--- config.mk ---
export PLATFORM = sky130hd
export DESIGN_NAME = trig_sequencer
export DESIGN_NICKNAME = d
export VERILOG_FILES = /design/src/rtl/trig_pkg.sv /design/src/rtl/edge_sync.sv /design/src/rtl/trig_sequencer.sv
export SDC_FILE = /design/constraint.sdc
export NUM_CORES = 1
export LEC_CHECK = 0
export BUFFER_PORTS_ARGS = -buffer_cell sky130_fd_sc_hd__buf_2
export CAP_MARGIN = 20
export CORE_ASPECT_RATIO = 0.7
export CORE_MARGIN = 1
export CORE_UTILIZATION = 54
export DETAILED_ROUTE_END_ITERATION = 7
export PLACE_DENSITY = 0.74
export SETUP_SLACK_MARGIN = 0.4
export SYNTH_ARGS = -nofsm -noshare
export SYNTH_HDL_FRONTEND = slang
export SYNTH_SLANG_ARGS = --single-unit
--- constraint.sdc ---
create_clock -name clk -period 3.3 [get_ports clk]
set_input_delay 0.33 -clock clk [delete_from_list [all_inputs] [get_ports clk]]
set_output_delay 0.33 -clock clk [all_outputs]
set_load 0.02 [all_outputs]
--- src/rtl/trig_pkg.sv ---
// Shared encodings for the trigger sequencer: FSM states, source select codes
// and the width of the missed-trigger counter.
package trig_pkg;
  localparam logic [2:0] ST_IDLE    = 3'd0;
  localparam logic [2:0] ST_ARMED   = 3'd1;
  localparam logic [2:0] ST_FIRE    = 3'd2;
  localparam logic [2:0] ST_HOLDOFF = 3'd3;
  localparam logic [2:0] ST_DONE    = 3'd4;

  localparam logic [1:0] SRC_CPU   = 2'd0;
  localparam logic [1:0] SRC_EXT   = 2'd1;
  localparam logic [1:0] SRC_TIMER = 2'd2;
  localparam logic [1:0] SRC_ANY   = 2'd3;

  localparam int MISSED_W = 16;
endpackage

--- src/rtl/edge_sync.sv ---
// Optional flip-flop synchronizer chain followed by a rising-edge detector.
// STAGES=0 bypasses the chain for inputs that are already in the clk domain.
module edge_sync #(
  parameter int STAGES = 2
) (
  input  logic clk,
  input  logic rst_n,
  input  logic d,
  output logic rise
);
  logic lvl, prev;

  generate
    if (STAGES == 0) begin : g_direct
      assign lvl = d;
    end else begin : g_sync
      logic [STAGES-1:0] chain;
      always_ff @(posedge clk or negedge rst_n) begin
        if (!rst_n) begin
          chain <= '0;
        end else begin
          chain[0] <= d;
          for (int i = 1; i < STAGES; i++) chain[i] <= chain[i-1];
        end
      end
      assign lvl = chain[STAGES-1];
    end
  endgenerate

  always_ff @(posedge clk or negedge rst_n) begin
    if (!rst_n) prev <= 1'b0;
    else        prev <= lvl;
  end

  assign rise = lvl & ~prev;
endmodule

--- src/rtl/trig_sequencer.sv ---
// Trigger sequencer: qualifies CPU / external / timer trigger sources and emits
// a programmed number of single-cycle pulses separated by a holdoff interval.
module trig_sequencer import trig_pkg::*; #(
  parameter int CNT_W       = 32,
  parameter int REP_W       = 16,
  parameter int SYNC_STAGES = 2
) (
  input  logic                clk,
  input  logic                rst_n,
  input  logic                arm,
  input  logic                abort,
  input  logic [1:0]          src_sel,
  input  logic                cpu_flag,
  input  logic                ext_trig,
  input  logic [CNT_W-1:0]    period,
  input  logic [CNT_W-1:0]    holdoff,
  input  logic [REP_W-1:0]    num_reps,
  output logic                trig_out,
  output logic                busy,
  output logic                done,
  output logic [REP_W-1:0]    rep_count,
  output logic [MISSED_W-1:0] missed_count
);
  logic [2:0]       state, state_nx;
  logic [1:0]       src_q;
  logic [CNT_W-1:0] period_q, holdoff_q, tmr, ho_cnt, period_m1;
  logic [REP_W-1:0] reps_q;
  logic             cpu_rise, ext_rise, edge_evt, tmr_hit, evt;

  edge_sync #(.STAGES(0)) u_cpu_edge (
    .clk(clk), .rst_n(rst_n), .d(cpu_flag), .rise(cpu_rise)
  );

  edge_sync #(.STAGES(SYNC_STAGES)) u_ext_edge (
    .clk(clk), .rst_n(rst_n), .d(ext_trig), .rise(ext_rise)
  );

  // Edge-type sources; the timer is handled separately since it only runs in ARMED.
  always_comb begin
    edge_evt = 1'b0;
    case (src_q)
      SRC_CPU: edge_evt = cpu_rise;
      SRC_EXT: edge_evt = ext_rise;
      SRC_ANY: edge_evt = cpu_rise | ext_rise;
      default: edge_evt = 1'b0;
    endcase
  end

  // A zero period behaves like one so the timer source can never stall.
  assign period_m1 = (period_q == '0) ? '0 : period_q - CNT_W'(1);
  assign tmr_hit   = (src_q == SRC_TIMER) && (tmr == period_m1);
  assign evt       = edge_evt | tmr_hit;

  always_comb begin
    state_nx = state;
    if (abort) begin
      state_nx = ST_IDLE;
    end else begin
      case (state)
        ST_IDLE:    if (arm) state_nx = ST_ARMED;
        ST_ARMED:   if (evt) state_nx = ST_FIRE;
        ST_FIRE: begin
          if (reps_q != '0 && rep_count == reps_q) state_nx = ST_DONE;
          else if (holdoff_q == '0)                state_nx = ST_ARMED;
          else                                     state_nx = ST_HOLDOFF;
        end
        ST_HOLDOFF: if (ho_cnt == holdoff_q - CNT_W'(1)) state_nx = ST_ARMED;
        ST_DONE:    state_nx = ST_IDLE;
        default:    state_nx = ST_IDLE;
      endcase
    end
  end

  always_ff @(posedge clk or negedge rst_n) begin
    if (!rst_n) begin
      state        <= ST_IDLE;
      trig_out     <= 1'b0;
      done         <= 1'b0;
      tmr          <= '0;
      ho_cnt       <= '0;
      src_q        <= '0;
      period_q     <= '0;
      holdoff_q    <= '0;
      reps_q       <= '0;
      rep_count    <= '0;
      missed_count <= '0;
    end else begin
      state    <= state_nx;
      trig_out <= (state_nx == ST_FIRE);
      done     <= (state_nx == ST_DONE);
      // Timer restarts from zero on every entry into ARMED.
      tmr      <= (state == ST_ARMED && state_nx == ST_ARMED) ? tmr + CNT_W'(1) : '0;
      ho_cnt   <= (state == ST_HOLDOFF) ? ho_cnt + CNT_W'(1) : '0;

      if (state == ST_IDLE && arm && !abort) begin
        src_q        <= src_sel;
        period_q     <= period;
        holdoff_q    <= holdoff;
        reps_q       <= num_reps;
        rep_count    <= '0;
        missed_count <= '0;
      end

      if (state == ST_ARMED && state_nx == ST_FIRE) rep_count <= rep_count + REP_W'(1);

      if (!abort && (state == ST_FIRE || state == ST_HOLDOFF) && edge_evt &&
          missed_count != '1)
        missed_count <= missed_count + MISSED_W'(1);
    end
  end

  assign busy = (state != ST_IDLE);
endmodule

Word-level counts from Yosys, hierarchy flattened --
Cells that the tools add are included.
Cells by class: add/sub/neg operators 6, equal/unequal tests 13, mux-type cells 14, bitwise operators 6, reduce and logical (&&, ||, !) cells 19
Operators with widths (number):
- two-way mux 32 bit | 3
- adder 32 x 1 -> 32 bit (second input constant) | 2
- equality test 32 bit | 2
- zero test 32 bit | 2
- subtractor 32 x 1 -> 32 bit (second input constant) | 2
- two-way mux 16 bit | 3
- adder 16 x 1 -> 16 bit (second input constant) | 2
- equality test 16 bit | 1
- != test 16 bit (second input constant) | 1
- nonzero test 16 bit | 1
- two-way mux 3 bit | 5
- one-hot mux 3 bit (4 select lines) | 1
- equality test 3 x 2 -> 1 bit (second input constant) | 3
- logical AND 1 bit | 9
- equality test 3 x 1 -> 1 bit (second input constant) | 2
- equality test 2 bit (second input constant) | 2
- nonzero test 2 bit | 2
- equality test 3 bit (second input constant) | 1
- zero test 3 bit | 1
- one-hot mux 1 bit (3 select lines) | 1
- nonzero test 3 bit | 1
- bitwise AND 1 bit | 2
- equality test 2 x 1 -> 1 bit (second input constant) | 1
- zero test 2 bit | 1
- other kinds (5) | 7
Storage, ports and cells: register bits 187, input port bits 88, output and inout bits 35

Depth between registers and ports, before layout --
Gate-level depths: netlist (run 1).
depth in word-level cells 11, mapped depth 15, mapped depth without buffers 12

Cells and area by module --
Synthesis (run 1) repeated with hierarchy kept, for this count alone.
Unflattened totals: cells, all modules 1148, area total of the unflattened synthesis 10954.3 um^2
By module, submodules not included:
- trig_sequencer | times used 1, cells each 1142, area each 10826.6 um^2, sequential area each 4579.4 um^2
- edge_sync (u_ext_edge) | times used 1, cells each 4, area each 88.8 um^2, sequential area each 75.1 um^2
- edge_sync (u_cpu_edge) | times used 1, cells each 2, area each 38.8 um^2, sequential area each 25.0 um^2

Worst setup path before layout (run 1) --
No wires, ideal clock.
path type register to register, from register period_q[26], to register rep_count[10], library setup time 0.127 ns, data arrival time 3.357 ns, path slack -0.184 ns, stages on the path, launching flop included 14, period minus slack after synthesis 3.484 ns, cell sequence dfrtp_1 > buf_6 > or3_1 > or4_4 > nor4b_4 > nor3b_1 > or4_1 > or4_1 > nor4_2 > a21o_2 > and2_1 > buf_6 > buf_6 > o21ai_1
On the way: cells in the longest elaborated chain, start to end 11
Ends and longest elaborated chain:
- start: declaration | line trig_sequencer.sv:26 | logic [CNT_W-1:0] period_q, holdoff_q, tmr, ho_cnt, period_m1;
- start signal: assignment | line trig_sequencer.sv:97 | period_q <= period;
- subtractor 32 x 1 -> 32 bit / zero test 32 bit (equally long branches) | line trig_sequencer.sv:50 | assign period_m1 = (period_q == '0) ? '0 : period_q - CNT_W'(1);
- two-way mux 32 bit (*) | line trig_sequencer.sv:50
- equality test 32 bit (*) | line trig_sequencer.sv:51 | assign tmr_hit = (src_q == SRC_TIMER) && (tmr == period_m1);
- logical AND 1 bit (*) | line trig_sequencer.sv:51
- bitwise OR 1 bit (*) | line trig_sequencer.sv:52 | assign evt = edge_evt | tmr_hit;
- two-way mux 3 bit (*) | line trig_sequencer.sv:61 | ST_ARMED: if (evt) state_nx = ST_FIRE;
- one-hot mux 3 bit (4 select lines) (*) | line trig_sequencer.sv:59 | case (state)
- two-way mux 3 bit (*) | line trig_sequencer.sv:56 | if (abort) begin
- equality test 3 x 2 -> 1 bit (*) | line trig_sequencer.sv:104 | if (state == ST_ARMED && state_nx == ST_FIRE) rep_count <= rep_count + REP_W'(1);
- logical AND 1 bit (*) | line trig_sequencer.sv:104
- two-way mux 16 bit / nonzero test 2 bit (equally long branches)
- end signal: assignment | line trig_sequencer.sv:104
- end: declaration | line trig_sequencer.sv:21 | output logic [REP_W-1:0] rep_count,
Mark *: on every way between the ends. The rest lies on a longest branch, timed or not. A chain may end at the register's enable or synchronous reset.

Final worst setup path (run 1) --
from register period_q[27], to register tmr[29]
On the way: cells in the longest elaborated chain, start to end 11
Ends and longest elaborated chain:
- subtractor 32 x 1 -> 32 bit / zero test 32 bit (equally long branches) | line trig_sequencer.sv:50
- two-way mux 32 bit (*) | line trig_sequencer.sv:50
- equality test 32 bit (*) | line trig_sequencer.sv:51
- logical AND 1 bit (*) | line trig_sequencer.sv:51
- bitwise OR 1 bit (*) | line trig_sequencer.sv:52
- two-way mux 3 bit (*) | line trig_sequencer.sv:61
- one-hot mux 3 bit (4 select lines) (*) | line trig_sequencer.sv:59
- two-way mux 3 bit (*) | line trig_sequencer.sv:56
- equality test 3 x 1 -> 1 bit (*) | line trig_sequencer.sv:92 | tmr <= (state == ST_ARMED && state_nx == ST_ARMED) ? tmr + CNT_W'(1) : '0;
- logical AND 1 bit (*) | line trig_sequencer.sv:92
- two-way mux 32 bit (*) | line trig_sequencer.sv:92
- end signal: assignment | line trig_sequencer.sv:92
- end: declaration | line trig_sequencer.sv:26
Marks and branches as above.

==> impl_metrics.toml, run 1 <==
[sta]
max_clock_freq_mhz = 288
finalClockSkew_ns = 0.0117
fin_ws_ns = -0.177
maxSlewViolCount = 0
min_period_ns = 3.48
worst_slew_pin_slew_ns = 0.779
maxSlewHeadroom_pct = 48.0
setup_violations = 49
final-hold-violation-count = 0
fin_tns_setup_ns = -6.63
rsz0062_at_grt = "yes"
fin_crit_sh_pct = 105

[worst_setup_path]
critPathCaptureType = "register"
worstSetupPathDepth = 11
r2r_cells = 11
critPathMaxFanout = 8
startpoint_type = "register"
required_ns = 3.62
max_stage_delay_ns = 0.52
crit_family = "simple AND/OR/NAND/NOR gates"
critPathKind = "reg2reg"
crit_path_frequent_cell = "or4_4"
path_cells = "or3_4 > or4_4 > nor4b_4 > nor3b_1 > or4_1 > or4_4 > nor4_4 > a21o_4 > nand2b_4 > clkbuf_16 > nor2_2"
crit_buf_inv = 1
critical_path_arrival_ns = 3.80
critPathSlowestCell = "or4_1"

[yosys]
synth_flop_cell = "dfrtp_1"
synth_compound_area_share_pct = 10.1
yosysTopAreaCell = "dfrtp_1"
synth.yosys.seq_area_share_pct = 41.2
synth_fa_ha_area_share_pct = 0.772
synth.area.mux_share_pct = 9.40
async_reset_ff_share_pct = 100
yosysWarnings = 0
yosysTopAreaCellShare_pct = 41.2
synth_edf_count = 0
synth_area_leaders = "dfrtp_1 (41%), mux2_2 (8.4%), xor2_1 (5.5%)"
avgSynthCellArea_um2 = 9.37
mappedNetlistArea_mm2 = 0.0114
synth_xor_area_share_pct = 11.1
synth_top_family_by_area = "simple AND/OR/NAND/NOR gates"
synth_fp_nets = 1306
yosys.cell_types.count = 73
synth-seq-cells = 187
synth-simple-area-share_pct = 24.4
syn_inst = 1211

[routing]
wl_met2_um = 13800
wl_met1_um = 16400
drc = 0
drt_iter0_drc = 1002
wl_per_cell_um = 19.7
ant_nets = 0
viasPerCell = 6.07
routed_wirelength_um = 33700
drtPass1Iterations = 6
met3_wirelength_um = 3130
dr.max_layer_used = "met5"
vias = 10400

[cells_and_area]
instances_no_fill = 1710
nets = 1522
drive_gt1_share_pct = 30.3
synthToLayoutAreaGrowth_pct = 23.0
antenna-diode-count = 0
fin_area_mm2 = 0.0140
final_common_cell = "dfrtp_1"
final_cell_mix = "dfrtp_1 (182), nor2_1 (128), buf_4 (122)"

[power]
leakagePower_uw = 0.00597
p_total_uw = 7690
ir_drop_v = 0.000476
power.density_mw_per_mm2 = 550

[placement]
dp_cells = 1668
routabilityCongestion = 0.976
io_buffers = 122
dp.final_hpwl_um = 24800
place_ws_ns = -0.260
place_area_mm2 = 0.0130

[die]
die_height_um = 123
start_util_pct = 56.3
row_count = 43
dieArea_mm2 = 0.0216
die_x_um = 175
coreArea_mm2 = 0.0202
io_pins = 123

[global_routing]
grt_start_max_net_pins = 95
grt_first_pass_wirelength_um = 52500
grt_use_total_pct = 31.9
antenna_found_initial = 1
grt_pass1_vias = 9682
overflow = 0

[min_path]
hold-path-cell-count = 1
hold_class = "in2reg"

[clocking]
cts_tree = "built"
insertion_delay_ns = 0.44
clock_path_buffers = 2
clock_sinks = 187
clk_pin_slew_ns = 0.08
cts_root_buffer = "clkbuf_16"
htree_levels = 4
cts_buffers = 17

[flow_run]
maxCapViolCount = 0

[outcome]
violations = "setup timing"
status = "complete, but fails checks"
-- per-stage QoR --
step | util, % | hold WS, ns
final | 69.2 | 0.0265
after global routing | 69.2 | 0.0162
after CTS | 68.4 | 0.0108
after detailed placement | 64.6 | 0.341
after global placement | 64.6 | 0.337
after floorplan | - | 0.0344
-- metal layers --
layer  up-vias  global-route usage, %
li1       4802                      -
met1      5077                   48.6
met2       465                   45.2
met3        30                   8.18
met4         4                   6.20
met5         -                   2.78
-- where the power goes --
part	switching (uW)	internal (uW)	leakage [uW]
Clock	983	993	0.000271
Combinational	1320	1280	0.00329
Sequential	472	2640	0.00241
Total	2770	4910	0.00597
-- sequential cells by signal, indices dropped and copies added, names as in the netlist, 2 cells and up --
register	count
period_q	32
reps_q	16
ho_cnt	32
rep_count	16
src_q	2
state	3
tmr	32
u_ext_edge.g_sync.chain	2
holdoff_q	32
missed_count	16
-- synth_stat cells, drive strengths merged (14+ instances only) --
cell and n:
dfrtp 187, nor2 140, nand2 95, mux2 85
xor2 71, xnor2 70, nand3 55, o21ai 46
clkbuf 44, nand4 42, nor4 36, nor3 32
and3 31, inv 25, nor2b 23, o211ai 19
a21oi 18, or4 17, buf 14
-- cell type report --
cell class,count,area [um^2]
clock buffer,17,425
clock inverter,15,133
fill,1614,6210
inverter,25,93.8
multi-input combinational,943,6590
sequential,187,4690
tap,270,338
timing repair buffer,253,1700
-- worst register-to-register path: cells and delay by family, from the launching register on --
family | cells | cell delay [ns]
AND/OR/NAND/NOR | 9 | 2.59
AO/OA/AOI/OAI | 1 | 0.19
flip-flops | 1 | 0.38
buffers and inverters | 1 | 0.19
-- what timing repair did --
item / CTS / global route
gates resized for setup: 28 / 38
cloned: 4 / 1
endpoints found under the setup margin: 51 / 53
hold endpoints to repair: 33 / 0
hold buffers: 2 / 0
pin swaps: 1 / 9
buffers inserted: 3 / 0
-- path summary, 6_finish.rpt --
path / from / endpoint / slack, ns
hold reg to reg: u_ext_edge.g_sync.chain[0] / u_ext_edge.g_sync.chain[1] / 0.35
min in group asynchronous: rst_n / period_q[5] / 0.50
max in group asynchronous: rst_n / ho_cnt[5] / 1.93
setup / recovery: period_q[27] / tmr[29] / -0.18
hold / removal: cpu_flag / u_cpu_edge.prev / 0.03
setup reg to reg: period_q[27] / tmr[29] / -0.18
-- kinds of logic after synthesis --
family | Yosys count
buffers and inverters | 83
adder cells (fa/ha/maj) | 7
flip-flops | 187
multiplexers | 96
XOR/XNOR | 142
AND/OR/NAND/NOR | 531
AO/OA/AOI/OAI | 165
No activity file was read; power rests on OpenSTA's default activity.
==> inputs of run 2 (changes only) <==
Settings changed: CORE_UTILIZATION 54 to 42, PLACE_DENSITY 0.74 to 0.6.
==> impl_metrics.toml, run 2 (synthesis gave the netlist of run 1 again) <==
[outcome]
status = "complete, but fails checks"
violations = "setup timing"

[routing]
vias = 10400
wl_per_cell_um = 19.4
drtPass1Iterations = 7
drc = 0
viasPerCell = 5.70
drt_iter0_drc = 838
ant_nets = 0
routed_wirelength_um = 35300

[clocking]
clock_path_buffers = 2
cts_root_buffer = "clkbuf_16"
clock_sinks = 187
cts_buffers = 17
htree_levels = 4
clk_pin_slew_ns = 0.07
cts_tree = "built"
insertion_delay_ns = 0.46

[sta]
max_clock_freq_mhz = 283
setup_violations = 50
fin_ws_ns = -0.238
maxSlewViolCount = 0
maxSlewHeadroom_pct = 52.9
fin_crit_sh_pct = 107
whs_ns = 0.101
rsz0062_at_grt = "yes"
final-hold-violation-count = 0
min_period_ns = 3.54
finalClockSkew_ns = 0.0125
worst_slew_pin_slew_ns = 0.705

[cells_and_area]
fin_area_mm2 = 0.0143
final_common_cell = "dfrtp_1"
synthToLayoutAreaGrowth_pct = 26.0
fillers = 2462
nets = 1546
ff_latch_area_mm2 = 0.00469
final_cell_mix = "dfrtp_1 (182), buf_4 (140), nor2_1 (138)"
instances_no_fill = 1823
multi_input_area_mm2 = 0.00659
drive_gt1_share_pct = 31.4

[placement]
dp.final_hpwl_um = 26100
dp_cells = 1771
io_buffers = 122
place_area_mm2 = 0.0133
routabilityCongestion = 0.986

[die]
io_pins = 123
die_height_um = 140
die_x_um = 198
row_count = 49
coreArea_mm2 = 0.0261
dieArea_mm2 = 0.0277
start_util_pct = 43.5

[worst_setup_path]
regToRegSetupSlack_ns = -0.24
critPathMaxFanout = 8
r2r_cells = 12
critPathKind = "reg2reg"
r2r-end = "tmr[10]"
critical_path_arrival_ns = 3.88
required_ns = 3.64
critPathCaptureType = "register"
startpoint_type = "register"
r2r-start = "period_q[2]"
crit_start = "period_q[2]"

[global_routing]
grt_pass1_vias = 9679
antenna_found_initial = 3
grt_start_max_net_pins = 82
overflow = 0
grt_use_total_pct = 25.8
grt_first_pass_wirelength_um = 54600

[power]
ir_drop_v = 0.000470
leakagePower_uw = 0.00610
power.density_mw_per_mm2 = 549
p_total_uw = 7850

[min_path]
hold_class = "in2reg"
hold-path-cell-count = 2
hp-start = "num_reps[6]"
min_to = "reps_q[6]"

[flow_run]
maxCapViolCount = 0
run 2: how the worst max path moves through the flow:
stage | to | slack [ns]
after CTS | rep_count[14] | -0.11
after global placement | rep_count[3] | -0.18
final | tmr[10] | -0.24
after global routing | rep_count[14] | -0.29
after floorplan | rep_count[10] | -0.12
after detailed placement | rep_count[0] | -0.28
run 2: power breakdown:
group	switching, uW	internal [uW]
clock	1020	1060
combinational	1330	1330
sequential	462	2640
total	2820	5030
run 2: timing repair:
action                                 in CTS  in global routing
hold buffers                                3                  0
resized for setup                          25                 37
setup endpoints to repair                  51                 54
buffers inserted                            5                  3
cloned                                      5                  2
endpoints found under the hold margin      80                  0
pin swaps                                   2                  4
run 2: worst max-delay path, cell delays in order (launching register included):
cell,delay [ns]
dfrtp_1,0.42
buf_4,0.17
or4_4,0.59
or3_1,0.39
xnor2_1,0.20
a22oi_2,0.10
a211oi_2,0.29
o211ai_1,0.28
nor4_4,0.32
a21o_2,0.21
nand2b_4,0.22
clkbuf_16,0.18
nor2_1,0.05
run 2: layout make-up:
cell class / count / share of cell area (%)
repair buffers: 276 / 13.3
inverters: 25 / 0.656
clock inverters: 15 / 1.04
flip-flops and latches: 187 / 32.8
diodes: 2 / 0.0350
well taps: 357 / 3.12
multi-input cells: 944 / 46.1
clock buffers: 17 / 2.97
run 2: per-layer routing:
metal,track usage (%),up-vias,wire length [um]
met5,2.47,-,12
li1,-,4863,-
met3,8.77,37,3320
met4,4.90,2,422
met2,33.2,409,13800
met1,40.6,5082,17700
run 2: metrics by stage:
stage	utilization [%]	TNS, ns	setup slack [ns]
after floorplan	-	-2.29	-0.117
after global placement	50.8	-7.29	-0.182
after detailed placement	50.8	-10.92	-0.276
after CTS	53.8	-4.13	-0.111
after global routing	54.7	-12.10	-0.290
final	54.8	-9.89	-0.238
